$ cat src/rtl/pi_integral_if.sv
// Handshake/data bundle between the error stage and the PI integral unit.
// Master drives the request and operands; slave returns the integral term and status.
interface pi_integral_if #(
    parameter int EW = 9,
    parameter int KW = 5,
    parameter int IW = 17
);
    logic                 compute;
    logic                 clear;
    logic signed [EW-1:0] ek;
    logic        [KW-1:0] ki;
    logic signed [IW-1:0] ik;
    logic                 busy;
    logic                 done;
    logic                 sat;

    modport master (
        output compute, clear, ek, ki,
        input  ik, busy, done, sat
    );

    modport slave (
        input  compute, clear, ek, ki,
        output ik, busy, done, sat
    );
endinterface

$ cat src/rtl/pi_integral_unit.sv
// PI integral term: ik += ek*ki via KW-cycle shift-add, result after KW+1 cycles; compute ignored while busy.
// Optional clamp to [IMIN, IMAX] when PI_INTEGRAL_SAT_EN is defined, otherwise two's-complement wrap.
module pi_integral_unit #(
    parameter int EW   = 9,
    parameter int KW   = 5,
    parameter int IW   = 17,
    parameter int IMAX = 65535,
    parameter int IMIN = -65536
) (
    input  logic       clk,
    input  logic       rst,
    pi_integral_if.slave bus
);
    localparam int PW = EW + KW + 1;
    localparam int SW = ((IW > PW) ? IW : PW) + 1;
    localparam int CW = (KW > 1) ? $clog2(KW) : 1;

    typedef enum logic [1:0] {IDLE, MUL, ACC} state_t;

    state_t               state;
    logic signed [EW-1:0] ek_q;
    logic        [KW-1:0] ki_q;
    logic signed [PW-1:0] prod;
    logic        [CW-1:0] cnt;
    logic signed [IW-1:0] ik_q;
    logic                 busy_q;
    logic                 done_q;
    logic                 sat_q;

    logic signed [PW-1:0] addend;
    logic signed [SW-1:0] sum;
    logic signed [IW-1:0] ik_next;
    logic                 sat_next;

    localparam logic signed [SW-1:0] IMAX_W = SW'(IMAX);
    localparam logic signed [SW-1:0] IMIN_W = SW'(IMIN);

    // Sum is one bit wider than either operand so the add itself never overflows.
    always_comb begin
        addend = PW'(ek_q) <<< cnt;
        sum    = SW'(ik_q) + SW'(prod);
    end

`ifdef PI_INTEGRAL_SAT_EN
    always_comb begin
        ik_next  = sum[IW-1:0];
        sat_next = 1'b0;
        if (sum > IMAX_W) begin
            ik_next  = IMAX_W[IW-1:0];
            sat_next = 1'b1;
        end else if (sum < IMIN_W) begin
            ik_next  = IMIN_W[IW-1:0];
            sat_next = 1'b1;
        end
    end
`else
    // Wrap mode keeps the legacy truncation; limits and upper sum bits are don't-care.
    always_comb begin
        ik_next  = sum[IW-1:0];
        sat_next = 1'b0;
    end
    wire unused_lim = ^{IMAX_W, IMIN_W, sum[SW-1:IW]};
`endif

    always_ff @(posedge clk) begin
        if (rst) begin
            state  <= IDLE;
            ek_q   <= '0;
            ki_q   <= '0;
            prod   <= '0;
            cnt    <= '0;
            ik_q   <= '0;
            busy_q <= 1'b0;
            done_q <= 1'b0;
            sat_q  <= 1'b0;
        end else if (bus.clear) begin
            state  <= IDLE;
            prod   <= '0;
            cnt    <= '0;
            ik_q   <= '0;
            busy_q <= 1'b0;
            done_q <= 1'b0;
            sat_q  <= 1'b0;
        end else begin
            done_q <= 1'b0;
            case (state)
                IDLE: begin
                    if (bus.compute) begin
                        ek_q   <= bus.ek;
                        ki_q   <= bus.ki;
                        prod   <= '0;
                        cnt    <= '0;
                        busy_q <= 1'b1;
                        state  <= MUL;
                    end
                end
                MUL: begin
                    if (ki_q[cnt]) begin
                        prod <= prod + addend;
                    end
                    if (cnt == CW'(KW - 1)) begin
                        state <= ACC;
                    end else begin
                        cnt <= cnt + 1'b1;
                    end
                end
                ACC: begin
                    ik_q   <= ik_next;
                    sat_q  <= sat_next;
                    done_q <= 1'b1;
                    busy_q <= 1'b0;
                    state  <= IDLE;
                end
                default: state <= IDLE;
            endcase
        end
    end

    assign bus.ik   = ik_q;
    assign bus.busy = busy_q;
    assign bus.done = done_q;
    assign bus.sat  = sat_q;
endmodule

$ cat src/flat_wrapper.sv
// flat-port wrapper written by rule: the top's interface ports become plain ports
module pi_integral_unit_flat 
#(
    parameter int EW   = 9,
    parameter int KW   = 5,
    parameter int IW   = 17,
    parameter int IMAX = 65535,
    parameter int IMIN = -65536
)
  (clk, rst, bus_compute, bus_clear, bus_ek, bus_ki, bus_ik, bus_busy, bus_done, bus_sat);
  pi_integral_if #(.EW(EW), .KW(KW), .IW(IW)) bus_i ();
  input  logic clk;
  input  logic rst;
  input wire logic [$bits(bus_i.compute)-1:0] bus_compute;
  input wire logic [$bits(bus_i.clear)-1:0] bus_clear;
  input wire logic [$bits(bus_i.ek)-1:0] bus_ek;
  input wire logic [$bits(bus_i.ki)-1:0] bus_ki;
  output wire logic [$bits(bus_i.ik)-1:0] bus_ik;
  output wire logic [$bits(bus_i.busy)-1:0] bus_busy;
  output wire logic [$bits(bus_i.done)-1:0] bus_done;
  output wire logic [$bits(bus_i.sat)-1:0] bus_sat;
  assign bus_i.compute = bus_compute;
  assign bus_i.clear = bus_clear;
  assign bus_i.ek = bus_ek;
  assign bus_i.ki = bus_ki;
  assign bus_ik = bus_i.ik;
  assign bus_busy = bus_i.busy;
  assign bus_done = bus_i.done;
  assign bus_sat = bus_i.sat;
  pi_integral_unit #(.EW(EW), .KW(KW), .IW(IW), .IMAX(IMAX), .IMIN(IMIN)) u_core (.clk(clk), .rst(rst), .bus(bus_i));
endmodule
$ cat config.mk
export PLATFORM = sky130hd
export DESIGN_NAME = pi_integral_unit_flat
export DESIGN_NICKNAME = d
export VERILOG_FILES = /design/src/rtl/pi_integral_if.sv /design/src/rtl/pi_integral_unit.sv /design/src/flat_wrapper.sv
export SDC_FILE = /design/constraint.sdc
export NUM_CORES = 1
export LEC_CHECK = 0
export ABC_AREA = 1
export BUFFER_PORTS_ARGS = -buffer_cell sky130_fd_sc_hd__buf_4
export CORE_ASPECT_RATIO = 0.5
export CORE_MARGIN = 1
export CORE_UTILIZATION = 65
export CTS_CLUSTER_SIZE = 25
export DETAILED_ROUTE_END_ITERATION = 10
export PLACE_DENSITY = 0.86
export SYNTH_ARGS = -nofsm -noshare
export SYNTH_HDL_FRONTEND = slang
export SYNTH_SLANG_ARGS = --single-unit
$ cat constraint.sdc
create_clock -name clk -period 5.2 [get_ports clk]
set_input_delay 0.78 -clock clk [delete_from_list [all_inputs] [get_ports clk]]
set_output_delay 0.78 -clock clk [all_outputs]
set_load 0.03 [all_outputs]
* Word-level counts from Yosys, hierarchy flattened
Index checks and enable logic that the tools add are counted.
Storage, ports and cells: bits in registers 53, input port bits 18, output and inout bits 20
Operators by class: add/subtract/negate cells 3, $lt $le $gt $ge 1, equality and inequality tests 7, shift-type cells 1, mux-type cells 14, bitwise operators 1, reduce and logical (&&, ||, !) cells 9
Operators with widths (number):
- 15-bit two-way mux | 2
- 15-bit case mux with 2 select lines | 1
- 17-bit by 15-bit adder with 17-bit output | 1
- 15-bit adder | 1
- 9-bit by 3-bit <<< shifter with 15-bit output | 1
- 3-bit AND reduction | 3
- 3-bit two-way mux | 2
- 3-bit case mux with 2 select lines | 1
- 3-bit by 4-bit < comparator with 1-bit output (second input constant) | 1
- 2-bit two-way mux | 2
- 2-bit by 1-bit inequality test with 1-bit output (second input constant) | 2
- 2-bit inequality test (second input constant) | 2
- 2-bit case mux with 2 select lines | 1
- 2-bit AND reduction | 2
- 2-bit nonzero test | 2
- 3-bit by 1-bit adder with 3-bit output (second input constant) | 1
- 1-bit binary-select mux with 3-bit select | 1
- 3-bit equality test (second input constant) | 1
- 1-bit two-way mux | 3
- 2-bit by 1-bit equality test with 1-bit output (second input constant) | 1
- 2-bit equality test (second input constant) | 1
- 2-bit logical NOT | 1
- 1-bit case mux with 2 select lines | 1
- 2-bit OR reduction | 1
- 1-bit NOT | 1

* Depth between registers and ports, before layout
depth after elaboration 4, mapped depth 19

* Worst setup path after synthesis
No wires, ideal clock.
path type register to register, start register u_core.cnt[0], end register u_core.prod[5], setup time 0.132 ns, data arrival time 2.074 ns, path slack 2.994 ns, cell stages (with the launch flop) 15, buffers on the path 1, clock period less this slack 2.206 ns, cell sequence dfxtp_1 > inv_2 > buf_2 > nand2_1 > o21ai_0 > o21ai_0 > nor2_1 > ha_1 > a21oi_1 > nand2_1 > nand2_1 > nand2_1 > or2_2 > nand3_1 > a21oi_1
Between the ends: longest elaborated chain between the ends 4
Ends and longest elaborated chain:
- start: declaration | line pi_integral_unit.sv:24 | logic [CW-1:0] cnt;
- start signal: assignment | line pi_integral_unit.sv:104 | cnt <= cnt + 1'b1;
- 9-bit by 3-bit <<< shifter with 15-bit output / 1-bit binary-select mux with 3-bit select (equally long branches) | line pi_integral_unit.sv:40, pi_integral_unit.sv:98
- 15-bit adder / 1-bit two-way mux (equally long branches) | line pi_integral_unit.sv:99, pi_integral_unit.sv:98
- 15-bit two-way mux / 2-bit by 1-bit inequality test with 1-bit output (equally long branches)
- 15-bit case mux with 2 select lines / 3-bit AND reduction (equally long branches)
- end signal: assignment | line pi_integral_unit.sv:99 | prod <= prod + addend;
- end: declaration | line pi_integral_unit.sv:23 | logic signed [PW-1:0] prod;
Several ways; a longest one is shown, not always the timed one. The select of a mux whose other input is x is not followed. A chain may end at the register's enable or synchronous reset.

* Worst setup path in the final report
start register u_core.cnt[0], end register u_core.prod[6]
The elaborated chain is that of the path after synthesis.

==> results.cfg <==
[synth]
syn_inst = 614
syn-cell-area_um2 = 3910
yosys.area.top_type = dfxtp_1
yosysMostFrequentCell = nand2_1
yosys-top-cells-count = nand2_1 (158), nor2_1 (85), inv_1 (59)
synth_edf_count = 0
yosys-top-cells-area = dfxtp_1 (27%), nand2_1 (15%), ha_1 (10%)
synth_top_area_share_pct = 27.2
yosys_warnings = 0
syn_nets = 666
synth.distinct_cells = 39
ys.flop_type = dfxtp_1
yosys_register_bits = 53
yosysSeqAreaShare_pct = 27.2
synth-async-reset-ratio_pct = 0
syn_avg_cell_area_um2 = 6.36

[cts]
cts_tree = done
clkTransAtPathRegs_ns = 0.06
cts.sinks = 53
worst_skew_pair.late_latency_ns = 0.29
h-tree-depth = 2
postCtsHoldBufs = 0
cts_buffers = 5
post-cts-setup-buffer-count = 0
clk_path_buf_depth = 2
cts_root_buffer = clkbuf_16
post_cts_resized = 0

[timing]
rsz0062_at_grt = false
maxSlewViolCount = 0
hold_ws_ns = 0.462
setup_viol = 0
clock_skew_ns = 0.00690
period_share_pct = 52.8
worstMarginPinSlew_ns = 0.980
hold_violations = 0
worst_slack_ns = 2.45
max-slew-margin-rel_pct = 34.6
min_period_ns = 2.75
fmax_ghz = 0.364
fin_tns_setup_ns = 0

[final_layout]
antenna_cells = 0
finish.utilization_pct = 76.6
nets = 693
drive_gt1_share_pct = 9.05
areaGrowthSynthToFinish_pct = 10.5

[floorplan]
die_h_um = 56.8
die-area_um2 = 6340
die_x_um = 112
start_util_pct = 69.4
coreArea_um2 = 5630
rows = 19
ios = 38

[status]
violations = design-rule violations
status = complete, but fails checks

[global_route]
grt_max_degree = 30
antenna_found_initial = 0
grt_pass1_vias = 3360
overflow = 0
grt_pass1_wl_um = 15200
track_usage_pct = 29.8

[detailed_routing]
drt_iter0_drc = 368
vias = 3945
wl_met2_um = 3860
met3_length_um = 464
dr.max_layer_used = met4
drt-vias-per-instance = 5.53
wire_per_inst_um = 12.5
antenna_left = 0
drc = 4
wl_met1_um = 4540
dr.pass1.iters = 8
wirelength_um = 8950

[place]
port_buffers = 36
place.gp.congestion = 0.878
place_hpwl_um = 6650
dp_slack_ns = 2.49

[critical_path]
cp.required_ns = 5.33
crit_fanout = 15
r2r-end = u_core.prod[6]$_SDFFE_PP0P_
crit_type = reg2reg
cp-endpoint = u_core.prod[6]$_SDFFE_PP0P_
r2r-start = u_core.cnt[0]$_SDFFE_PP0P_
startpoint = u_core.cnt[0]$_SDFFE_PP0P_
r2r_cells = 11
endpoint_kind = flop
critical_path_arrival_ns = 2.88
cp-start-kind = flop
r2r_slack_ns = 2.45

[power_and_ir_drop]
p_per_area_nw_per_um2 = 198
seq_power_share_pct = 49.4
clkPwrFrac_pct = 39.3
p_comb_share_pct = 11.3
net-switching-power_uw = 215
p_int_uw = 639
swShare_pct = 25.2
ir_worst_vdd_mv = 0.164
p_leak_nw = 2.11

[min_path]
hold_class = reg2reg

[job]
drv_cap = 0
-- logic make-up (layout without fill, tap and decap cells) --
| family | Yosys count | count (layout) | synth area share [%] |
|---|---|---|---|
| xor gates and xnor gates | 11 | 11 | 2.47 |
| DFF | 53 | 53 | 27.2 |
| adders and majority gates | 34 | 34 | 11.3 |
| other | 1 | 1 | 0.0960 |
| and+or+nand+nor | 315 | 315 | 33.7 |
| muxes | 2 | 2 | 0.512 |
| buffers and inverters | 79 | 106 | 8.61 |
| AOI/OAI and AO/OA | 119 | 119 | 16.2 |
-- cell type report --
| class | instances | area, um^2 |
|---|---|---|
| Clock buffer | 7 | 143 |
| Fill cell | 457 | 1320 |
| Inverter | 63 | 241 |
| Multi-Input combinational cell | 482 | 2510 |
| Sequential cell | 53 | 1060 |
| Tap cell | 73 | 91.3 |
| Timing Repair Buffer | 36 | 270 |
-- power groups by stage --
stage	combinational, mW	clock (mW)	sequential [mW]
floorplan	0.0707	0	0.429
global placement	0.0932	0	0.431
detailed placement	0.0943	0	0.431
CTS	0.0954	0.338	0.422
global route	0.108	0.353	0.422
finish	0.0966	0.336	0.422
-- through the flow --
step / cells / total power, mW / cell area, um^2
floorplan: 614 / 0.500 / 3910
global placement: 707 / 0.524 / 4170
detailed placement: 707 / 0.525 / 4170
CTS: 714 / 0.854 / 4320
global route: 714 / 0.884 / 4320
finish: 714 / 0.854 / 4320
-- worst max-delay path, stage by stage (launching register included) --
cell and delay, ns:
dfxtp_1 0.58, inv_2 0.19, nand2_1 0.11, nand2_1 0.07, o21ai_0 0.25, o21ai_0 0.18
ha_1 0.37, a21oi_1 0.19, nand3_1 0.19, or2_2 0.31, nand3_1 0.08, a21oi_1 0.06
-- state kept, by name (all words and copies together), names as in the netlist --
register and cells:
u_core.state 2, u_core.bus.busy 1, u_core.bus.ik 17, u_core.bus.done 1, u_core.ki_q 5, u_core.prod 15
u_core.cnt 3, u_core.ek_q 9
-- placed cells by master (no fill, tap or decap), types with 2 or more instances in the layout --
| cell | n |
|---|---|
| nand4_1 | 6 |
| nand3_1 | 45 |
| a31oi_1 | 2 |
| o21bai_1 | 4 |
| o211ai_1 | 2 |
| inv_1 | 59 |
| xnor2_1 | 6 |
| nor2_2 | 2 |
| or2_2 | 5 |
| nand3b_1 | 2 |
| mux2i_1 | 2 |
| nor2_1 | 85 |
| nand2_2 | 2 |
| ha_1 | 32 |
| dfxtp_1 | 53 |
| xor2_1 | 5 |
| o21a_1 | 2 |
| o21ai_0 | 53 |
| clkbuf_16 | 5 |
| nand2_1 | 158 |
| buf_4 | 36 |
| inv_2 | 2 |
| fa_1 | 2 |
| a21oi_1 | 53 |
| nor3_1 | 5 |
-- per-layer routing --
layer | vias to the layer above | GRT usage [%]
met4 | 0 | 6.76
li1 | 2068 | -
met3 | 12 | 5.18
met1 | 1752 | 41.0
met5 | - | 0
met2 | 113 | 48.9
-- worst min path at each step --
stage | cells past startpoint | endpoint | slack, ns | start
final | 2 | u_core.ki_q[1]$_SDFFE_PP0P_ | 0.46 | u_core.ki_q[1]$_SDFFE_PP0P_
after global routing | 2 | u_core.bus.busy$_SDFFE_PP0P_ | 0.49 | u_core.bus.busy$_SDFFE_PP0P_
after CTS | 2 | u_core.bus.busy$_SDFFE_PP0P_ | 0.47 | u_core.bus.busy$_SDFFE_PP0P_
after detailed placement | 2 | u_core.bus.busy$_SDFFE_PP0P_ | 0.46 | u_core.bus.busy$_SDFFE_PP0P_
after global placement | 2 | u_core.bus.busy$_SDFFE_PP0P_ | 0.45 | u_core.bus.busy$_SDFFE_PP0P_
after floorplan | 2 | u_core.ki_q[1]$_SDFFE_PP0P_ | 0.43 | u_core.ki_q[1]$_SDFFE_PP0P_
Note: power is estimated with default switching activity, not from simulation.
